### src/rtl/spi_lcd_pkg.sv
// Shared types for the SPI LCD init controller: op codes, table entry, FSM states.
package spi_lcd_pkg;

  localparam int unsigned EntryW = 10;

  typedef enum logic [1:0] {
    OP_CMD   = 2'd0,
    OP_DATA  = 2'd1,
    OP_DELAY = 2'd2,
    OP_END   = 2'd3
  } op_e;

  typedef struct packed {
    op_e        op;
    logic [7:0] arg;
  } tbl_entry_t;

  typedef enum logic [2:0] {
    IDLE,
    RST_LOW,
    RST_WAIT,
    FETCH,
    SEND,
    DRAIN,
    DELAY,
    PASS
  } state_e;

  // Build one init-table entry; keeps tables readable at the instantiation site.
  function automatic tbl_entry_t mk_entry(input op_e op, input logic [7:0] arg);
    tbl_entry_t e;
    e.op  = op;
    e.arg = arg;
    return e;
  endfunction

endpackage

### src/rtl/spi_lcd_init_ctrl.sv
// LCD power-on sequencer: pulses hardware reset, plays an init table over SPI,
// then hands the SPI byte channel to the CPU.
module spi_lcd_init_ctrl
  import spi_lcd_pkg::*;
#(
  parameter int unsigned NumEntries = 32,
  parameter int unsigned RstCycles  = 1000,
  parameter int unsigned DelayUnit  = 50000
) (
  input  logic              clk_sys_i,
  input  logic              rst_sys_ni,
  input  logic              start_i,
  output logic [7:0]        tbl_addr_o,
  input  logic [EntryW-1:0] tbl_entry_i,
  input  logic              cpu_valid_i,
  input  logic [7:0]        cpu_data_i,
  input  logic              cpu_dc_i,
  output logic              cpu_ready_o,
  output logic              spi_valid_o,
  output logic [7:0]        spi_data_o,
  input  logic              spi_ready_i,
  input  logic              spi_idle_i,
  output logic              lcd_dc_o,
  output logic              lcd_rst_no,
  output logic              busy_o,
  output logic              done_o
);

  localparam logic [7:0]  LastIdx = 8'(NumEntries - 1);
  localparam logic [31:0] RstLast = 32'(RstCycles - 1);

  state_e     state_q, state_d;
  logic [7:0] idx_q, idx_d;
  logic [31:0] cnt_q, cnt_d;
  logic [31:0] dly_lim_q, dly_lim_d;
  logic [7:0] data_q, data_d;
  logic       dc_q, dc_d;
  logic       pend_dc_q, pend_dc_d;  // D/C level to apply once the shifter drains
  logic       end_q, end_d;          // DRAIN exits to PASS instead of SEND
  tbl_entry_t entry;

  assign entry = tbl_entry_i;

  // Next-state and datapath updates; index saturates at the last entry.
  always_comb begin
    state_d   = state_q;
    idx_d     = idx_q;
    cnt_d     = cnt_q;
    dly_lim_d = dly_lim_q;
    data_d    = data_q;
    dc_d      = dc_q;
    pend_dc_d = pend_dc_q;
    end_d     = end_q;
    case (state_q)
      IDLE, PASS: begin
        if (start_i) begin
          state_d = RST_LOW;
          idx_d   = '0;
          cnt_d   = '0;
          end_d   = 1'b0;
        end
      end
      RST_LOW: begin
        if (cnt_q == RstLast) begin
          cnt_d   = '0;
          state_d = RST_WAIT;
        end else begin
          cnt_d = cnt_q + 32'd1;
        end
      end
      RST_WAIT: begin
        if (cnt_q == RstLast) begin
          cnt_d   = '0;
          state_d = FETCH;
        end else begin
          cnt_d = cnt_q + 32'd1;
        end
      end
      FETCH: begin
        case (entry.op)
          OP_CMD: begin
            data_d    = entry.arg;
            pend_dc_d = 1'b0;
            state_d   = DRAIN;
          end
          OP_DATA: begin
            // Data after a command also flips D/C, so it must drain first too.
            data_d    = entry.arg;
            pend_dc_d = 1'b1;
            state_d   = dc_q ? SEND : DRAIN;
          end
          OP_DELAY: begin
            cnt_d     = '0;
            dly_lim_d = (entry.arg == 8'd0) ? 32'd1 : 32'(entry.arg) * 32'(DelayUnit);
            state_d   = DELAY;
          end
          default: begin
            end_d   = 1'b1;
            state_d = DRAIN;
          end
        endcase
      end
      SEND: begin
        if (spi_ready_i) begin
          if (idx_q == LastIdx) begin
            end_d   = 1'b1;
            state_d = DRAIN;
          end else begin
            idx_d   = idx_q + 8'd1;
            state_d = FETCH;
          end
        end
      end
      DELAY: begin
        if (cnt_q == dly_lim_q - 32'd1) begin
          cnt_d = '0;
          if (idx_q == LastIdx) begin
            end_d   = 1'b1;
            state_d = DRAIN;
          end else begin
            idx_d   = idx_q + 8'd1;
            state_d = FETCH;
          end
        end else begin
          cnt_d = cnt_q + 32'd1;
        end
      end
      DRAIN: begin
        if (spi_idle_i) begin
          if (end_q) begin
            state_d = PASS;
          end else begin
            dc_d    = pend_dc_q;
            state_d = SEND;
          end
        end
      end
      default: state_d = IDLE;
    endcase
  end

  // State and datapath registers with synchronous active-low reset.
  always_ff @(posedge clk_sys_i) begin
    if (!rst_sys_ni) begin
      state_q   <= IDLE;
      idx_q     <= '0;
      cnt_q     <= '0;
      dly_lim_q <= '0;
      data_q    <= '0;
      dc_q      <= 1'b0;
      pend_dc_q <= 1'b0;
      end_q     <= 1'b0;
    end else begin
      state_q   <= state_d;
      idx_q     <= idx_d;
      cnt_q     <= cnt_d;
      dly_lim_q <= dly_lim_d;
      data_q    <= data_d;
      dc_q      <= dc_d;
      pend_dc_q <= pend_dc_d;
      end_q     <= end_d;
    end
  end

  // SPI/LCD outputs: sequencer-owned until PASS, then a straight CPU bypass.
  always_comb begin
    spi_valid_o = (state_q == SEND);
    spi_data_o  = data_q;
    lcd_dc_o    = dc_q;
    cpu_ready_o = 1'b0;
    if (state_q == PASS) begin
      spi_valid_o = cpu_valid_i;
      spi_data_o  = cpu_data_i;
      lcd_dc_o    = cpu_dc_i;
      cpu_ready_o = spi_ready_i;
    end
  end

  assign tbl_addr_o = idx_q;
  assign lcd_rst_no = (state_q != RST_LOW);
  assign busy_o     = (state_q != IDLE) && (state_q != PASS);
  assign done_o     = (state_q == PASS);

endmodule

### config.mk
export PLATFORM = sky130hd
export DESIGN_NAME = spi_lcd_init_ctrl
export DESIGN_NICKNAME = d
export VERILOG_FILES = /design/src/rtl/spi_lcd_pkg.sv /design/src/rtl/spi_lcd_init_ctrl.sv
export SDC_FILE = /design/constraint.sdc
export NUM_CORES = 1
export LEC_CHECK = 0
export ABC_AREA = 1
export ABC_CLOCK_PERIOD_IN_PS = 6900
export BUFFER_PORTS_ARGS = -buffer_cell sky130_fd_sc_hd__buf_4
export CORE_AREA = 5 5 126 128
export CTS_CLUSTER_SIZE = 24
export DETAILED_ROUTE_END_ITERATION = 12
export DIE_AREA = 0 0 131 133
export GPL_ROUTABILITY_DRIVEN = 0
export MAX_ROUTING_LAYER = met4
export PLACE_DENSITY = 0.66
export RECOVER_POWER = 100
export REMOVE_ABC_BUFFERS = 1
export SETUP_SLACK_MARGIN = 0.1
export SLEW_MARGIN = 40
export SYNTH_ARGS = -nofsm -noshare
export SYNTH_HDL_FRONTEND = slang
export SYNTH_SLANG_ARGS = --single-unit
### constraint.sdc
create_clock -name clk_sys_i -period 6.9 [get_ports clk_sys_i]
set_input_delay 1.035 -clock clk_sys_i [delete_from_list [all_inputs] [get_ports clk_sys_i]]
set_output_delay 1.035 -clock clk_sys_i [all_outputs]
set_load 0.05 [all_outputs]
==> impl_metrics.json, run 1 <==
{
  "status": "finished, violations left",
  "violations": "capacitance limit, slew limit",
  "hold_depth": 2,
  "drt-pass1-iter-count": 5,
  "critPathMaxStageDelay_ns": 1.09,
  "dp.cells": 1288,
  "drv_slew": 80,
  "async_reset_ff_frac": 0,
  "ff_latch_area_um2": 1500,
  "finalHoldViolations": 0,
  "yosysTopAreaCellShare": 0.216,
  "area_delta_synth_final_pct": 8.77,
  "clock_path_buffers": 2,
  "cp.required_ns": 7.14,
  "n_antenna_cell": 0,
  "n_fill_cell": 1543,
  "final_cells": 1304,
  "postSynthCellCount": 1081,
  "cts_made_buffers": 9,
  "p_per_area_nw_per_um2": 240,
  "p_leak_uw": 0.00386,
  "cts_max_level": 3,
  "tightest_slew_ns": 2.17,
  "hold_buffers": 0,
  "gr-total-overflow": 0,
  "yosys-top-cells-area": "dfxtp_1 (22%), nand2_1 (17%), ha_1 (11%)",
  "crit_path_top_delay_cell": "nand2_1",
  "port_buffers": 46,
  "netlist.top_cell.by_area": "dfxtp_1",
  "track_usage": 0.209,
  "pin_count": 47,
  "switchingPower_uw": 808,
  "clkPwrFrac": 0.269,
  "grt_pass1_vias": 6072,
  "multi_input_area_um2": 4660,
  "clkLatencyLatePin_ns": 0.35,
  "yosys_register_bits": 75,
  "drive_above_1_share": 0.0887,
  "setup_slack_ns": 2.21,
  "rr_worst_depth": 15,
  "antenna_found_initial": 0,
  "netlist_area_um2": 6960,
  "slew_headroom": -0.445,
  "ant_nets": 0,
  "crit_arrival_ns": 4.93,
  "min_path_type": "flop to flop",
  "clock_sinks": 75,
  "core-area_um2": 14800,
  "skew_ns": 0.0117,
  "p_int_uw": 1010,
  "drt_wl_total_mm": 17.0,
  "path_clk_slew_ns": 0.06,
  "cp_common_cell": "nand2_1",
  "wl_per_cell_um": 13.0,
  "cp-end-kind": "flop",
  "synthFlopType": "dfxtp_1",
  "cts_tree": "yes",
  "cts-resized-gates": 0,
  "rows": 45,
  "synth_cell_types": 43,
  "drv_cap": 2,
  "nNetsFinal": 1208,
  "die_h_um": 133,
  "timing_worst_setup_path_type": "flop to flop",
  "grt_pass1_wl_mm": 28.9,
  "dieWidth_um": 131,
  "seqPwrFrac": 0.267,
  "vias": 6577,
  "r2r_end": "cnt_q[29]$_SDFFE_PN0P_",
  "initial_core_util": 0.472,
  "synth.avg_cell_area_um2": 6.44,
  "ys_seq_area_frac": 0.216,
  "grt_max_degree": 48,
  "place_ws_ns": 2.13,
  "synth_common_cells": "nand2_1 (308), inv_1 (153), nor2_1 (86), dfxtp_1 (75), nand3_1 (63)",
  "power_frac_comb": 0.465,
  "fin_crit_ns": 4.69,
  "cp_max_fo": 31,
  "path_cells": "nor2_1 -> nand3_1 -> nor2_1 -> nand3_1 -> xor2_1 -> nor2_1 -> nand2_1 -> nor2_1 -> nand3_2 -> nand2_1 -> nand2_1 -> nand2_2 -> nand2_1 -> nand2_1 -> inv_1",
  "setup_tns_ns": 0,
  "route.detailed.drc": 0,
  "startpoint": "dly_lim_q[5]$_SDFFE_PN0P_",
  "rsz0062_at_grt": "no",
  "r2r_setup_slack_ns": 2.21,
  "synth_edf_count": 0,
  "regToRegStartpoint": "dly_lim_q[5]$_SDFFE_PN0P_",
  "via_per_inst": 5.04,
  "cts_root_buf": "clkbuf_16",
  "period_share": 0.680,
  "critPathLaunchType": "flop",
  "utilization": 0.513,
  "ir_drop_uv": 136,
  "fmax_mhz": 213,
  "yosys_warnings": 0,
  "p_sw_frac": 0.445,
  "critPathCapture": "cnt_q[29]$_SDFFE_PN0P_",
  "drtIter0Drc": 469,
  "cts_setup_buffers": 0,
  "die_area_um2": 17400,
  "hpwl_mm": 13.2,
  "yosysMostFrequentCell": "nand2_1",
  "finalSetupViolCount": 0
}
-- through the flow --
stage / hold slack (ns) / total power [µW] / cell area, µm²
global route: 0.521 / 1980 / 7570
global placement: 0.494 / 1360 / 7390
detailed placement: 0.492 / 1360 / 7390
floorplan: 0.462 / 1140 / 6790
finish: 0.502 / 1820 / 7570
CTS: 0.506 / 1860 / 7700
-- worst max-delay path, delay by kind of cell, from the launching register on --
kind | cells | cell delay, ns
buffers and inverters | 1 | 0.05
xor gates and xnor gates | 1 | 0.26
DFF | 1 | 0.36
and+or+nand+nor | 13 | 3.90
-- flip-flops by register name, indices dropped and copies added (netlist names) --
name,flops
end_q,1
dly_lim_q,21
dc_q,1
pend_dc_q,1
state_q,3
data_q,8
cnt_q,32
tbl_addr_o,8
-- cell families (layout without fill, tap and decap cells) --
family / count (synthesis) / after routing / synth area share
compound gates: 109 / 109 / 0.0868
xor+xnor: 53 / 53 / 0.0667
fa+ha+maj: 72 / 72 / 0.142
buf+inv: 189 / 224 / 0.111
flops: 75 / 75 / 0.216
simple gates: 583 / 583 / 0.378
-- power by group through the flow --
stage          registers [µW]  logic, µW  clock network (µW)
2_1_floorplan             495        646                   0
3_3_place_gp              494        863                   0
3_5_place_dp              494        868                   0
4_1_cts                   484        874                 501
5_1_grt                   488        965                 529
6_report                  484        844                 489
-- cell type report --
cell class                      instances  share of cell area
Clock inverter                          6             0.00958
Timing Repair Buffer                   49              0.0367
Sequential cell                        75               0.198
Multi-Input combinational cell        817               0.615
Clock buffer                           10              0.0302
Tap cell                              188              0.0311
Inverter                              159              0.0790
-- worst min path at each step --
stage / slack [ns] / startpoint / endpoint
3_5_place_dp: 0.49 / tbl_addr_o[5]$_SDFFE_PN0P_ / tbl_addr_o[5]$_SDFFE_PN0P_
2_1_floorplan: 0.46 / end_q$_SDFFE_PN0P_ / end_q$_SDFFE_PN0P_
3_3_place_gp: 0.49 / end_q$_SDFFE_PN0P_ / end_q$_SDFFE_PN0P_
4_1_cts: 0.51 / tbl_addr_o[5]$_SDFFE_PN0P_ / tbl_addr_o[5]$_SDFFE_PN0P_
6_report: 0.50 / dly_lim_q[4]$_SDFFE_PN0P_ / dly_lim_q[4]$_SDFFE_PN0P_
5_1_grt: 0.52 / dly_lim_q[4]$_SDFFE_PN0P_ / dly_lim_q[4]$_SDFFE_PN0P_
-- layout by cell type (no fill, tap or decap), types with 2 or more instances in the layout --
master,count
nor3_2,2
nor2_1,87
clkbuf_16,9
clkbuf_1,25
nor3_1,20
nand2_2,30
a21oi_1,62
nor2_2,3
inv_2,2
inv_1,153
or2_2,12
o21ai_0,29
nand4_1,23
buf_4,25
a21boi_0,6
o21bai_1,3
clkinv_1,3
dfxtp_1,75
fa_1,12
nand2_1,310
inv_6,2
xnor2_1,9
nand3_1,65
ha_1,60
clkinv_4,2
xor2_1,44
nor4_1,15
nor2_4,5
nand3b_1,8
-- routing by layer --
| metal | track usage | wire [µm] | up-vias |
|---|---|---|---|
| met1 | 0.277 | 8190 | 2910 |
| li1 | - | - | 3495 |
| met3 | 0.0412 | 708 | 30 |
| met4 | 0.0634 | 367 | 0 |
| met5 | - | 0 | - |
| met2 | 0.320 | 7690 | 142 |
(Power assumes the default switching activity.)
==> run 2: changes to the inputs <==
ABC_AREA = 0   (was 1)
ABC_CLOCK_PERIOD_IN_PS = 3800   (was 6900)
CORE_AREA = 5 5 117 119   (was 5 5 126 128)
DIE_AREA = 0 0 122 124   (was 0 0 131 133)
PLACE_DENSITY = 0.69   (was 0.66)
clock period = 3.8 ns   (was 6.9 ns; I/O delays follow)
==> run 2 against run 1 <==
  * The run now ends clean
  * Combinational power increased by 82%
  * Via count decreased by 14%
  * Clock-buffer cell count unchanged
  * Utilization increased by 7.1 points
  * Clock skew decreased by 0.0034 ns
  * Global-route usage increased by 0.16 points
  * Largest cell class unchanged
==> impl_metrics.json, run 2 <==
{
  "gr-total-overflow": 0,
  "clkLatencyLatePin_ns": 0.34,
  "crit_buf_inv": 5,
  "rows": 41,
  "hpwl_mm": 11.4,
  "synth_edf_count": 0,
  "n_antenna_cell": 0,
  "critPathMaxStageDelay_ns": 0.51,
  "largest_reg_flops": 32,
  "finalHoldViolations": 0,
  "p_leak_uw": 0.00301,
  "cp.required_ns": 4.03,
  "yosys_warnings": 0,
  "netlist.top_cell.by_area": "dfxtp_1",
  "critPathLaunchType": "primary input",
  "initial_core_util": 0.478,
  "cp_max_fo": 2,
  "p_per_area_nw_per_um2": 472,
  "cp-end-kind": "flop",
  "die_area_um2": 15100,
  "yosys_register_bits": 75,
  "synthFlopType": "dfxtp_1",
  "postSynthCellCount": 732,
  "drv_cap": 0,
  "setup_tns_ns": 0,
  "drv_slew": 0,
  "fmax_mhz": 266,
  "regToRegStartpoint": "dly_lim_q[8]$_SDFFE_PN0P_",
  "pin_count": 47,
  "cts_made_buffers": 9,
  "min_from": "data_q[2]$_SDFFE_PN0P_",
  "hold_buffers": 0,
  "skew_ns": 0.00825,
  "finalSetupViolCount": 0,
  "final_common_cell": "nand2_1",
  "path_clk_slew_ns": 0.06,
  "grt_pass1_vias": 5311,
  "min_path_type": "flop to flop",
  "yosysTopAreaCellShare": 0.252,
  "port_buffers": 46,
  "rsz0062_at_grt": "yes",
  "grt_pass1_wl_mm": 25.2,
  "yosys-top-cells-area": "dfxtp_1 (25%), ha_1 (13%), nand2_1 (5.4%)",
  "netlist_area_um2": 5960,
  "drt_wl_total_mm": 15.3,
  "clock_path_buffers": 2,
  "drtIter0Drc": 481,
  "place_ws_ns": -0.713,
  "ant_nets": 0,
  "grt_max_degree": 51,
  "crit_path_top_delay_cell": "fa_1",
  "antenna_found_initial": 0,
  "crit_arrival_ns": 3.98,
  "async_reset_ff_frac": 0,
  "timing_worst_setup_path_type": "primary input to flop",
  "drive_above_1_share": 0.167,
  "n_fill_cell": 1131,
  "fin_crit_ns": 3.75,
  "path_cells": "buf_8 -> ha_4 -> ha_4 -> inv_2 -> fa_1 -> inv_1 -> fa_1 -> ha_4 -> a21o_1 -> a2111oi_2 -> buf_4 -> nor4_4 -> o41ai_2 -> buf_4 -> xnor2_2 -> a22oi_1 -> nor2b_1",
  "via_per_inst": 5.76,
  "wl_per_cell_um": 15.5,
  "cts_root_buf": "clkbuf_16",
  "status": "finished, final reports clean",
  "cp_common_cell": "ha_4",
  "r2r_setup_slack_ns": 0.16,
  "route.detailed.drc": 0,
  "nNetsFinal": 907,
  "cts_tree": "yes",
  "ys_seq_area_frac": 0.252,
  "yosysMostFrequentCell": "nand2_1",
  "top_register": "cnt_q",
  "gr-usage-met2": 0.332,
  "grt_use_met3": 0.0450,
  "tightest_slew_ns": 0.950,
  "grt_use_met1": 0.274,
  "clock_sinks": 75,
  "grt.busiest_layer": "met2",
  "synth_common_cells": "nand2_1 (86), dfxtp_1 (75), ha_1 (60), a21oi_1 (37), nor2_1 (33)",
  "drt-pass1-iter-count": 5,
  "die_h_um": 124,
  "vias": 5685,
  "setup_slack_ns": 0.0453,
  "cp_top_family": "adder cells",
  "startpoint": "tbl_entry_i[4]",
  "largestRegisters": "cnt_q (32), dly_lim_q (21)",
  "layout_common_cells": "nand2_1 (86), buf_4 (80), dfxtp_1 (75)",
  "area_delta_synth_final_pct": 22.3,
  "track_usage": 0.210,
  "synth_cell_types": 60,
  "core-area_um2": 12500,
  "cts_max_level": 3,
  "dieWidth_um": 122,
  "period_share": 0.988,
  "synth.avg_cell_area_um2": 8.14,
  "ir_drop_uv": 218,
  "slew_headroom": 0.362
}
-- run 2: changes by cell type after synthesis, moves of 25 or more --
cell	delta
nor2_1	-53
nand3_1	-36
a21oi_1	-25
xor2_1	-26
inv_1	-122
nand2_1	-222
nand2_2	-30
-- run 2: cells by family (layout without fill, tap and decap cells) --
group / Yosys count / count (layout) / synth area share
AO/OA/AOI/OAI: 175 / 175 / 0.197
AND/OR/NAND/NOR: 277 / 277 / 0.240
flip-flops: 75 / 75 / 0.252
buffers and inverters: 71 / 154 / 0.0466
multiplexers: 23 / 23 / 0.0412
adder cells (fa/ha/maj): 72 / 72 / 0.166
XOR/XNOR: 39 / 39 / 0.0573
-- run 2: path summary, 6_finish.rpt --
check,endpoint,cells after the start
max,dly_lim_q[21]$_SDFFE_PN0P_,17
min reg2reg,data_q[2]$_SDFFE_PN0P_,2
min,data_q[2]$_SDFFE_PN0P_,2
max reg2reg,tbl_addr_o[3]$_SDFFE_PN0P_,8
-- run 2: per-layer routing --
metal  share of wire  vias up  wire length [µm]
li1                -     2824                 -
met1            0.46     2707              7000
met2            0.48      133              7360
met3           0.042       21               648
met4           0.021        0               314
met5               0        -                 0
-- run 2: layout make-up --
class,count,area (µm²),area share
well taps,172,215,0.0295
clock buffers,10,229,0.0314
multi-input cells,586,4370,0.599
flip-flops and latches,75,1500,0.206
inverters,31,116,0.0160
clock inverters,6,114,0.0156
repair buffers,107,744,0.102
-- run 2: stage by stage --
step / power (µW) / std cells / utilization / hold slack [ns] / instance area, µm²
floorplan: 1830 / 692 / - / 0.441 / 5800
global placement: 2280 / 966 / 0.545 / 0.452 / 6790
detailed placement: 2330 / 966 / 0.546 / 0.458 / 6800
CTS: 3420 / 985 / 0.586 / 0.466 / 7310
global route: 3670 / 987 / 0.584 / 0.505 / 7290
finish: 3440 / 987 / 0.584 / 0.464 / 7290
-- run 2: what timing repair did --
action	CTS	global route
setup endpoints to repair	10	14
pin swaps	19	12
resized for setup	24	16
buffers inserted	3	2
-- run 2: worst min-delay path, cell delays in order, from the launching register on --
cell,delay (ns)
dfxtp_1,0.31
nand2_1,0.05
a21boi_0,0.06
-- run 2: power breakdown --
group          internal (µW)  switching [µW]  total (µW)
Combinational            685             855        1540
Clock                    642             334         976
Sequential               829            92.4         922
Total                   2160            1280        3440
==> run 3: changes to the inputs <==
ABC_AREA = 1   (was 0)
CORE_AREA = 8 8 129 131   (was 5 5 117 119)
DIE_AREA = 0 0 137 139   (was 0 0 122 124)
PLACE_DENSITY = 0.68   (was 0.69)
==> run 3 against run 2 <==
  * The flow now finishes with violations (capacitance limit, slew limit)
  * Clock skew is 0.0036 ns higher
  * Sequential power shrank 4.7%
  * Final cell count is 36% higher
  * Die area grew 26%
  * Combinational power increased by 11%
  * Cell area up 9.0%
  * Setup slack improved by 0.087 ns
  * Flip-flop and latch count is the same
  * Utilization down 4.6 points
  * Critical endpoint is now dly_lim_q[17]$_SDFFE_PN0P_
  * Largest cell class unchanged
  * Largest power group unchanged
  * Highest routed layer unchanged
==> impl_metrics.json, run 3 (synthesis results as in run 1) <==
{
  "clock_path_buffers": 2,
  "core-area_um2": 14800,
  "tightest_slew_ns": 2.12,
  "track_usage": 0.193,
  "final_cell_area_um2": 7940,
  "fmax_mhz": 273,
  "period_share": 0.965,
  "ant_nets": 0,
  "grt_pass1_vias": 6267,
  "critPathLaunchType": "primary input",
  "crit_buf_inv": 5,
  "path_clk_slew_ns": 0.07,
  "p_per_area_nw_per_um2": 435,
  "n_fill_cell": 1513,
  "cp-end-kind": "flop",
  "layout_common_cells": "nand2_1 (330), inv_1 (153), nor2_1 (86)",
  "top_register": "cnt_q",
  "cts_max_level": 3,
  "slew_headroom": -0.415,
  "drt_wl_total_mm": 17.5,
  "grt_max_degree": 48,
  "dieWidth_um": 137,
  "cts_tree": "yes",
  "rr_worst_depth": 16,
  "route.detailed.drc": 0,
  "ir_drop_uv": 239,
  "cp_top_family": "adder cells",
  "skew_ns": 0.0118,
  "n_antenna_cell": 0,
  "final_common_cell": "nand2_1",
  "dp.cells": 1325,
  "drt-pass1-iter-count": 7,
  "clkLatencyLatePin_ns": 0.36,
  "finalSetupViolCount": 0,
  "gr-total-overflow": 0,
  "final_cells": 1346,
  "die_area_um2": 19000,
  "cts_made_buffers": 9,
  "grt_pass1_wl_mm": 29.5,
  "p_leak_uw": 0.00406,
  "violations": "capacitance limit, slew limit",
  "drv_cap": 1,
  "via_per_inst": 5.03,
  "hold_buffers": 0,
  "cts_root_buf": "clkbuf_16",
  "drv_slew": 48,
  "multi_input_area_um2": 4720,
  "crit_path_top_delay_cell": "fa_1",
  "largestRegisters": "cnt_q (32), dly_lim_q (21)",
  "port_buffers": 46,
  "cp_max_fo": 4,
  "ff_latch_area_um2": 1500,
  "rows": 45,
  "drive_above_1_share": 0.117,
  "finalHoldViolations": 0,
  "crit_arrival_ns": 3.87,
  "pin_count": 47,
  "clock_sinks": 75,
  "timing_worst_setup_path_type": "primary input to flop",
  "min_to": "pend_dc_q$_SDFFE_PN0P_",
  "regToRegStartpoint": "dly_lim_q[5]$_SDFFE_PN0P_",
  "fin_crit_ns": 3.67,
  "die_h_um": 139,
  "antenna_found_initial": 0,
  "hold_depth": 3,
  "startpoint": "tbl_entry_i[4]",
  "vias": 6766,
  "min_from": "tbl_entry_i[9]",
  "status": "finished, violations left",
  "r2r_setup_slack_ns": 0.53,
  "r2r_end": "cnt_q[23]$_SDFFE_PN0P_",
  "min_path_type": "primary input to flop",
  "nNetsFinal": 1250,
  "dpl_cell_area_um2": 7670,
  "hpwl_mm": 13.5,
  "rsz0062_at_grt": "no",
  "largest_reg_flops": 32,
  "wl_per_cell_um": 13.0,
  "cp_common_cell": "buf_4",
  "drtIter0Drc": 402,
  "area_delta_synth_final_pct": 14.1,
  "cp.required_ns": 4.00,
  "path_cells": "buf_4 -> buf_4 -> ha_1 -> fa_1 -> fa_1 -> ha_1 -> ha_4 -> nand2_1 -> inv_1 -> a21oi_1 -> o21ai_2 -> a21boi_2 -> buf_4 -> buf_4 -> or2_2 -> nand3_1 -> a21oi_1",
  "critPathMaxStageDelay_ns": 0.54,
  "initial_core_util": 0.472
}
## run 3: cell types whose count changed in the layout (fill, tap and decap cells not counted), sizes merged, moves of 16 or more
cell / before / now
nand2: 86 / 340
inv: 31 / 160
nor2: 33 / 95
nand3: 27 / 66
xor2: 18 / 44
a21oi: 37 / 62
nor2b: 21 / 0
a31oi: 19 / 1
buf: 84 / 68
## run 3: cell type report
cell class,count,share of cell area
timing repair buffer,91,0.0751
inverter,159,0.0753
clock inverter,7,0.00819
sequential,75,0.189
clock buffer,9,0.0284
tap,188,0.0296
multi-input combinational,817,0.594
## run 3: worst max path at each step
stage                                 end  slack [ns]  cells past startpoint
2_1_floorplan                 cpu_ready_o       -0.44                      4
3_3_place_gp   dly_lim_q[19]$_SDFFE_PN0P_       -0.35                     17
3_5_place_dp   dly_lim_q[19]$_SDFFE_PN0P_       -0.36                     17
4_1_cts        dly_lim_q[19]$_SDFFE_PN0P_        0.12                     17
5_1_grt        dly_lim_q[17]$_SDFFE_PN0P_        0.02                     17
6_report       dly_lim_q[17]$_SDFFE_PN0P_        0.13                     17
## run 3: worst reg2reg max path, stage by stage, from the launching register on
cell and delay [ns]:
dfxtp_1 0.37, nor2_2 0.18, nand3_2 0.13, nor2_1 0.65, nand2_1 0.27, clkinv_1 0.18
nand3_1 0.08, a21oi_1 0.15, nand2_1 0.07, nor2_1 0.19, nand3_2 0.13, nand2_4 0.19
nand2_4 0.26, nand2_1 0.16, nand2_1 0.05, nand2_1 0.05, inv_1 0.06
## run 3: metal layers
metal,share of wire,up-vias,track usage
met5,0,-,-
met4,0.025,0,0.0824
met3,0.031,32,0.0250
met2,0.45,139,0.298
met1,0.49,3010,0.248
li1,-,3585,-
## run 3: per-stage QoR
stage / util / TNS (ns) / setup WS [ns] / hold WS [ns] / power [µW]
CTS: 0.540 / 0 / 0.118 / 0.471 / 3470
global placement: 0.520 / -0.956 / -0.350 / 0.493 / 2580
global route: 0.539 / 0 / 0.0170 / 0.498 / 3720
floorplan: - / -6.94 / -0.441 / 0.462 / 2070
finish: 0.539 / 0 / 0.132 / 0.489 / 3450
detailed placement: 0.520 / -1.14 / -0.355 / 0.494 / 2590
## run 3: repair_timing
action	in CTS	in global routing
pin swaps	0	8
setup buffers	0	5
endpoints found under the setup margin	2	6
resized for setup	2	13
## run 3: where the power goes
group	total (µW)	leakage (µW)	internal (µW)	switching, µW
combinational	1710	0.00332	638	1080
clock	859	0.000141	460	399
sequential	879	0.000606	829	50.2
